[config.mk]
export PLATFORM = sky130hd
export DESIGN_NAME = shifter_pipe
export DESIGN_NICKNAME = d
export VERILOG_FILES = /design/src/rtl/shifter_pipe.sv
export SDC_FILE = /design/constraint.sdc
export NUM_CORES = 1
export LEC_CHECK = 0
export ABC_AREA = 1
export CORE_UTILIZATION = 36
export CTS_BUF_LIST = sky130_fd_sc_hd__clkbuf_4 sky130_fd_sc_hd__clkbuf_8
export DETAILED_ROUTE_END_ITERATION = 10
export MAX_ROUTING_LAYER = met4
export PLACE_DENSITY = 0.64
export SLEW_MARGIN = 20
export SYNTH_ARGS = -nofsm -noshare
export SYNTH_HDL_FRONTEND = slang
export SYNTH_SLANG_ARGS = --single-unit
[constraint.sdc]
create_clock -name clk -period 2.1 [get_ports clk]
set_input_delay 0.21 -clock clk [delete_from_list [all_inputs] [get_ports clk]]
set_output_delay 0.21 -clock clk [all_outputs]
set_load 0.005 [all_outputs]
[src/rtl/shifter_pipe.sv]
// Pipelined barrel shifter (SLL/SRL/SRA) with valid/ready on both sides, flush and a sideband tag.
// Define SHIFTER_PIPE_ROTATE_EN to add ROL/ROR; otherwise those codes return 0 like reserved ops.
module shifter_pipe #(
    parameter int WIDTH  = 32,
    parameter int STAGES = 2,
    parameter int TAG_W  = 5
) (
    input  logic                     clk,
    input  logic                     rst,
    input  logic                     flush,
    input  logic                     in_valid,
    output logic                     in_ready,
    input  logic [2:0]               in_op,
    input  logic [WIDTH-1:0]         in_src,
    input  logic [$clog2(WIDTH)-1:0] in_amt,
    input  logic [TAG_W-1:0]         in_tag,
    output logic                     out_valid,
    input  logic                     out_ready,
    output logic [WIDTH-1:0]         out_data,
    output logic [TAG_W-1:0]         out_tag
);

    localparam int AMT_W = $clog2(WIDTH);
    localparam int BASE  = AMT_W / STAGES;
    localparam int EXTRA = AMT_W % STAGES;

    typedef enum logic [2:0] {
        OP_SLL = 3'b000,
        OP_SRL = 3'b001,
        OP_SRA = 3'b010,
        OP_ROL = 3'b011,
        OP_ROR = 3'b100
    } op_e;

    // One binary step of the shifter; reserved ops arrive already zeroed, so they pass through.
    function automatic logic [WIDTH-1:0] shift_step(input logic [WIDTH-1:0] d,
                                                    input logic [2:0] op,
                                                    input int sh);
        logic [WIDTH-1:0] r;
        r = d;
        case (op)
            OP_SLL: r = d << sh;
            OP_SRL: r = d >> sh;
            OP_SRA: r = $signed(d) >>> sh;
`ifdef SHIFTER_PIPE_ROTATE_EN
            OP_ROL: r = (d << sh) | (d >> (WIDTH - sh));
            OP_ROR: r = (d >> sh) | (d << (WIDTH - sh));
`endif
            default: r = d;
        endcase
        return r;
    endfunction

    logic             op_known;
    logic [WIDTH-1:0] in_src_masked;
    logic [STAGES-1:0] slice_valid;
    logic [STAGES-1:0] load;

    always_comb begin
        op_known = 1'b0;
        case (in_op)
            OP_SLL, OP_SRL, OP_SRA: op_known = 1'b1;
`ifdef SHIFTER_PIPE_ROTATE_EN
            OP_ROL, OP_ROR:         op_known = 1'b1;
`endif
            default:                op_known = 1'b0;
        endcase
    end

    assign in_src_masked = op_known ? in_src : '0;

    // A slice may load when it or any slice downstream of it has room, or the consumer takes the head.
    always_comb begin
        logic chain;
        load  = '0;
        chain = out_ready;
        for (int i = STAGES - 1; i >= 0; i--) begin
            chain   = chain || !slice_valid[i];
            load[i] = chain;
        end
    end

    generate
        for (genvar gi = 0; gi < STAGES; gi++) begin : g_slice
            localparam int CNT   = BASE + ((gi < EXTRA) ? 1 : 0);
            localparam int START = gi * BASE + ((gi < EXTRA) ? gi : EXTRA);

            logic                   up_valid;
            logic [WIDTH-1:0]       up_data;
            logic [AMT_W-1:START]   up_amt;
            logic [2:0]             up_op;
            logic [TAG_W-1:0]       up_tag;

            logic                   valid_reg;
            logic [WIDTH-1:0]       data_reg;
            logic [AMT_W-1:START]   amt_reg;
            logic [2:0]             op_reg;
            logic [TAG_W-1:0]       tag_reg;
            logic [WIDTH-1:0]       step_data;

            if (gi == 0) begin : g_head
                assign up_valid = in_valid && !flush;
                assign up_data  = in_src_masked;
                assign up_amt   = in_amt;
                assign up_op    = in_op;
                assign up_tag   = in_tag;
            end else begin : g_body
                // Only the amount bits still to be applied travel downstream.
                assign up_valid = g_slice[gi-1].valid_reg;
                assign up_data  = g_slice[gi-1].step_data;
                assign up_amt   = g_slice[gi-1].amt_reg[AMT_W-1:START];
                assign up_op    = g_slice[gi-1].op_reg;
                assign up_tag   = g_slice[gi-1].tag_reg;
            end

            always_ff @(posedge clk) begin
                if (rst) begin
                    valid_reg <= 1'b0;
                    data_reg  <= '0;
                    amt_reg   <= '0;
                    op_reg    <= '0;
                    tag_reg   <= '0;
                end else begin
                    if (flush) begin
                        valid_reg <= 1'b0;
                    end else if (load[gi]) begin
                        valid_reg <= up_valid;
                    end
                    if (load[gi] && up_valid) begin
                        data_reg <= up_data;
                        amt_reg  <= up_amt;
                        op_reg   <= up_op;
                        tag_reg  <= up_tag;
                    end
                end
            end

            // Steps run on the registered operand, so the last slice's result feeds out_data directly.
            always_comb begin
                step_data = data_reg;
                for (int k = START; k < START + CNT; k++) begin
                    if (amt_reg[k]) begin
                        step_data = shift_step(step_data, op_reg, 1 << k);
                    end
                end
            end

            assign slice_valid[gi] = valid_reg;
        end
    endgenerate

    assign in_ready  = !flush && load[0];
    assign out_valid = slice_valid[STAGES-1];
    assign out_data  = g_slice[STAGES-1].step_data;
    assign out_tag   = g_slice[STAGES-1].tag_reg;

endmodule
==> flow_metrics.env <==
export IMPL_status="finished with violations"
export IMPL_violations="negative setup slack"
export IMPL_clkPwrFrac_pct=27.7
export IMPL_worst_setup_path_start_kind="flop"
export IMPL_vias_per_cell=5.431
export IMPL_drive_above_1_share_pct=18.58
export IMPL_finalCritPeriodShare_pct=109.1
export IMPL_largest_reg_flops=64
export IMPL_io_pins=89
export IMPL_grt_setup_unrepaired="true"
export IMPL_dominantRegCellSynth="dfxtp_1"
export IMPL_yosysUniqueCellTypes=35
export IMPL_cts_buffers=9
export IMPL_hold_class="in -> reg"
export IMPL_start_util_pct=36.96
export IMPL_drt_total_wl_um=20640
export IMPL_yosysMostFrequentCell="nand2_1"
export IMPL_yosysWarnings=0
export IMPL_p_switching_mw=1.656
export IMPL_cp_arrival_ns=2.08
export IMPL_portBuffers=88
export IMPL_max_freq_ghz=0.4365
export IMPL_antenna_cells=0
export IMPL_row_count=48
export IMPL_ir_drop_v=0.0003351
export IMPL_timing_rr_end="g_slice[1].data_reg[6]"
export IMPL_hold_depth=3
export IMPL_grt_pass1_vias=6501
export IMPL_pre_cts_slack_ns=-0.1307
export IMPL_cts_max_level=3
export IMPL_cts_sinks=89
export IMPL_maxSlewViolCount=0
export IMPL_min_to="g_slice[0].valid_reg"
export IMPL_min_from="in_valid"
export IMPL_fin_ws_ns=-0.1907
export IMPL_drc=0
export IMPL_final_cells=1350
export IMPL_place_inst=1322
export IMPL_hold_viol=0
export IMPL_synth_top_cell_area_share_pct=27.87
export IMPL_hpwlAfterDp_um=15360
export IMPL_die_area_sq_mm=0.01830
export IMPL_async_reset_ff_share_pct=0
export IMPL_syn_area_per_cell_sq_um=6.189
export IMPL_placed_area_sq_mm=0.007672
export IMPL_synthesis_nets=1083
export IMPL_fin_area_sq_mm=0.008270
export IMPL_drt_iter0_markers=544
export IMPL_seq_power_share_pct=39.2
export IMPL_netlist_area_sq_mm=0.006394
export IMPL_setup_viol=23
export IMPL_combPwrFrac_pct=33.2
export IMPL_clock_path_buffers=2
export IMPL_grt_max_degree=50
export IMPL_synth_edf_count=0
export IMPL_r2r_slack_ns=0.20
export IMPL_ys_seq_elements=89
export IMPL_grt_ovfl_total=0
export IMPL_yosysTopAreaCell="dfxtp_1"
export IMPL_ys_top_cells_by_area="dfxtp_1, nand3_1, nand2_1"
export IMPL_cp_required_ns=1.89
export IMPL_cts_root_buffer="clkbuf_8"
export IMPL_critical_path_class="reg -> out"
export IMPL_avgRoutedWirePerCell_um=15.29
export IMPL_internal_power_mw=3.098
export IMPL_drv_cap=0
export IMPL_tns_ns=-2.124
export IMPL_worstSkewPairLatency_ns=0.39
export IMPL_path_clk_slew_ns=0.09
export IMPL_coreArea_sq_mm=0.01730
export IMPL_yosys_top_cells_count="nand2_1, nand3_1, dfxtp_1, nor2_1, inv_1"
export IMPL_syn2layout_area_growth_pct=29.35
export IMPL_synth_seq_area_share_pct=27.87
export IMPL_cp_max_fo=5
export IMPL_ant_nets=0
export IMPL_synthesis_instances=1033
export IMPL_grt_usage_pct=23.82
export IMPL_min_period_ns=2.291
export IMPL_drt_pass1_iterations=8
export IMPL_p_per_area_mw_per_mm2=574.7
export IMPL_r2r_start="g_slice[0].op_reg[2]"
export IMPL_relSlewSlack_pct=70.53
export IMPL_n_fill_cell=1819
export IMPL_p_leak_nw=3.405
export IMPL_die_y_um=135.3
export IMPL_cp_end_kind="output port"
export IMPL_finClkSkew_ns=0.01259
export IMPL_cts_tree="yes"
export IMPL_die_w_um=135.3
export IMPL_vias=7332
export IMPL_grt_first_pass_wirelength_um=33750
export IMPL_p_sw_share_pct=34.83
export IMPL_nets=1170
export IMPL_r2r_cells=12
export IMPL_total_power_mw=4.753
export IMPL_antenna_found_initial=0
export IMPL_gp_congestion=0.9563
export IMPL_worst_slew_pin_transition_ns=0.4421
[placed cells by master, fill, tap and decap left out, types with 26 or more instances in the layout]
master	Yosys	routed
a211oi_1	29	29
a21oi_1	63	62
clkdlybuf4s50_1	0	56
nand3_1	191	191
dfxtp_1	89	84
buf_2	15	26
nor2_1	89	87
nand2_1	233	226
o21ai_0	74	56
buf_4	7	37
inv_1	83	73
[timing repair]
item,CTS,global route
gates resized for setup,194,48
buffers inserted,7,1
setup endpoints to repair,32,54
hold buffers,0,0
pin swaps,20,15
cloned,4,1
[routing by layer]
layer	vias up	GRT usage, %	share of wire (%)
met4	0	8.801	2.8
met2	262	35.41	45
met5	-	-	0
met3	43	3.479	5.4
li1	3687	-	-
met1	3340	32.48	47
[cell type report]
cell class	count	area, sq um	share of cell area (%)
timing repair buffer	145	1359	16.43
timing repair inverter	2	17.52	0.2118
multi-input combinational	783	4239	51.26
inverter	90	362.8	4.387
sequential	89	1788	21.62
tap	225	281.5	3.404
clock buffer	10	131.4	1.589
clock inverter	6	91.34	1.104
[worst max path at each step]
| stage | startpoint | end | slack [ns] | cells after the start |
|---|---|---|---|---|
| floorplan | g_slice[1].op_reg[2] | out_data[25] | 0.40 | 12 |
| detailed placement | g_slice[1].op_reg[2] | out_data[5] | -0.13 | 9 |
| global route | g_slice[1].op_reg[2] | out_data[25] | -0.29 | 11 |
| global placement | g_slice[1].op_reg[2] | out_data[6] | -0.08 | 11 |
| CTS | g_slice[1].op_reg[2] | out_data[25] | -0.18 | 11 |
| finish | g_slice[1].op_reg[2] | out_data[25] | -0.19 | 11 |
[cell families after synthesis]
group	share of synthesized area [%]
AOI/OAI and AO/OA	24.66
muxes	0.9394
DFF	27.87
buffers and inverters	10.76
and+or+nand+nor	35.77
[worst max-delay path, stage by stage (launching register included)]
cell	delay [ns]
dfxtp_2	0.37
nand3b_1	0.15
nand2_4	0.07
inv_4	0.06
nand2_4	0.06
nand2_8	0.14
buf_12	0.13
buf_8	0.11
mux2i_4	0.26
nand2_1	0.08
o21a_1	0.12
buf_2	0.12
[stage by stage]
step	hold WS [ns]	utilization [%]
after CTS	0.3696	46.96
final	0.3803	47.82
after floorplan	0.3620	-
after detailed placement	0.4662	44.36
after global routing	0.3934	47.82
after global placement	0.4576	44.36
[power by group through the flow]
stage	clock, mW	combinational, mW	sequential (mW)
final	1.31	1.58	1.86
after global routing	1.42	1.74	1.88
after CTS	1.34	1.53	1.86
after detailed placement	0	1.49	1.89
after global placement	0	1.48	1.89
after floorplan	0	0.962	1.87
Power figures use the tool's default switching activity.
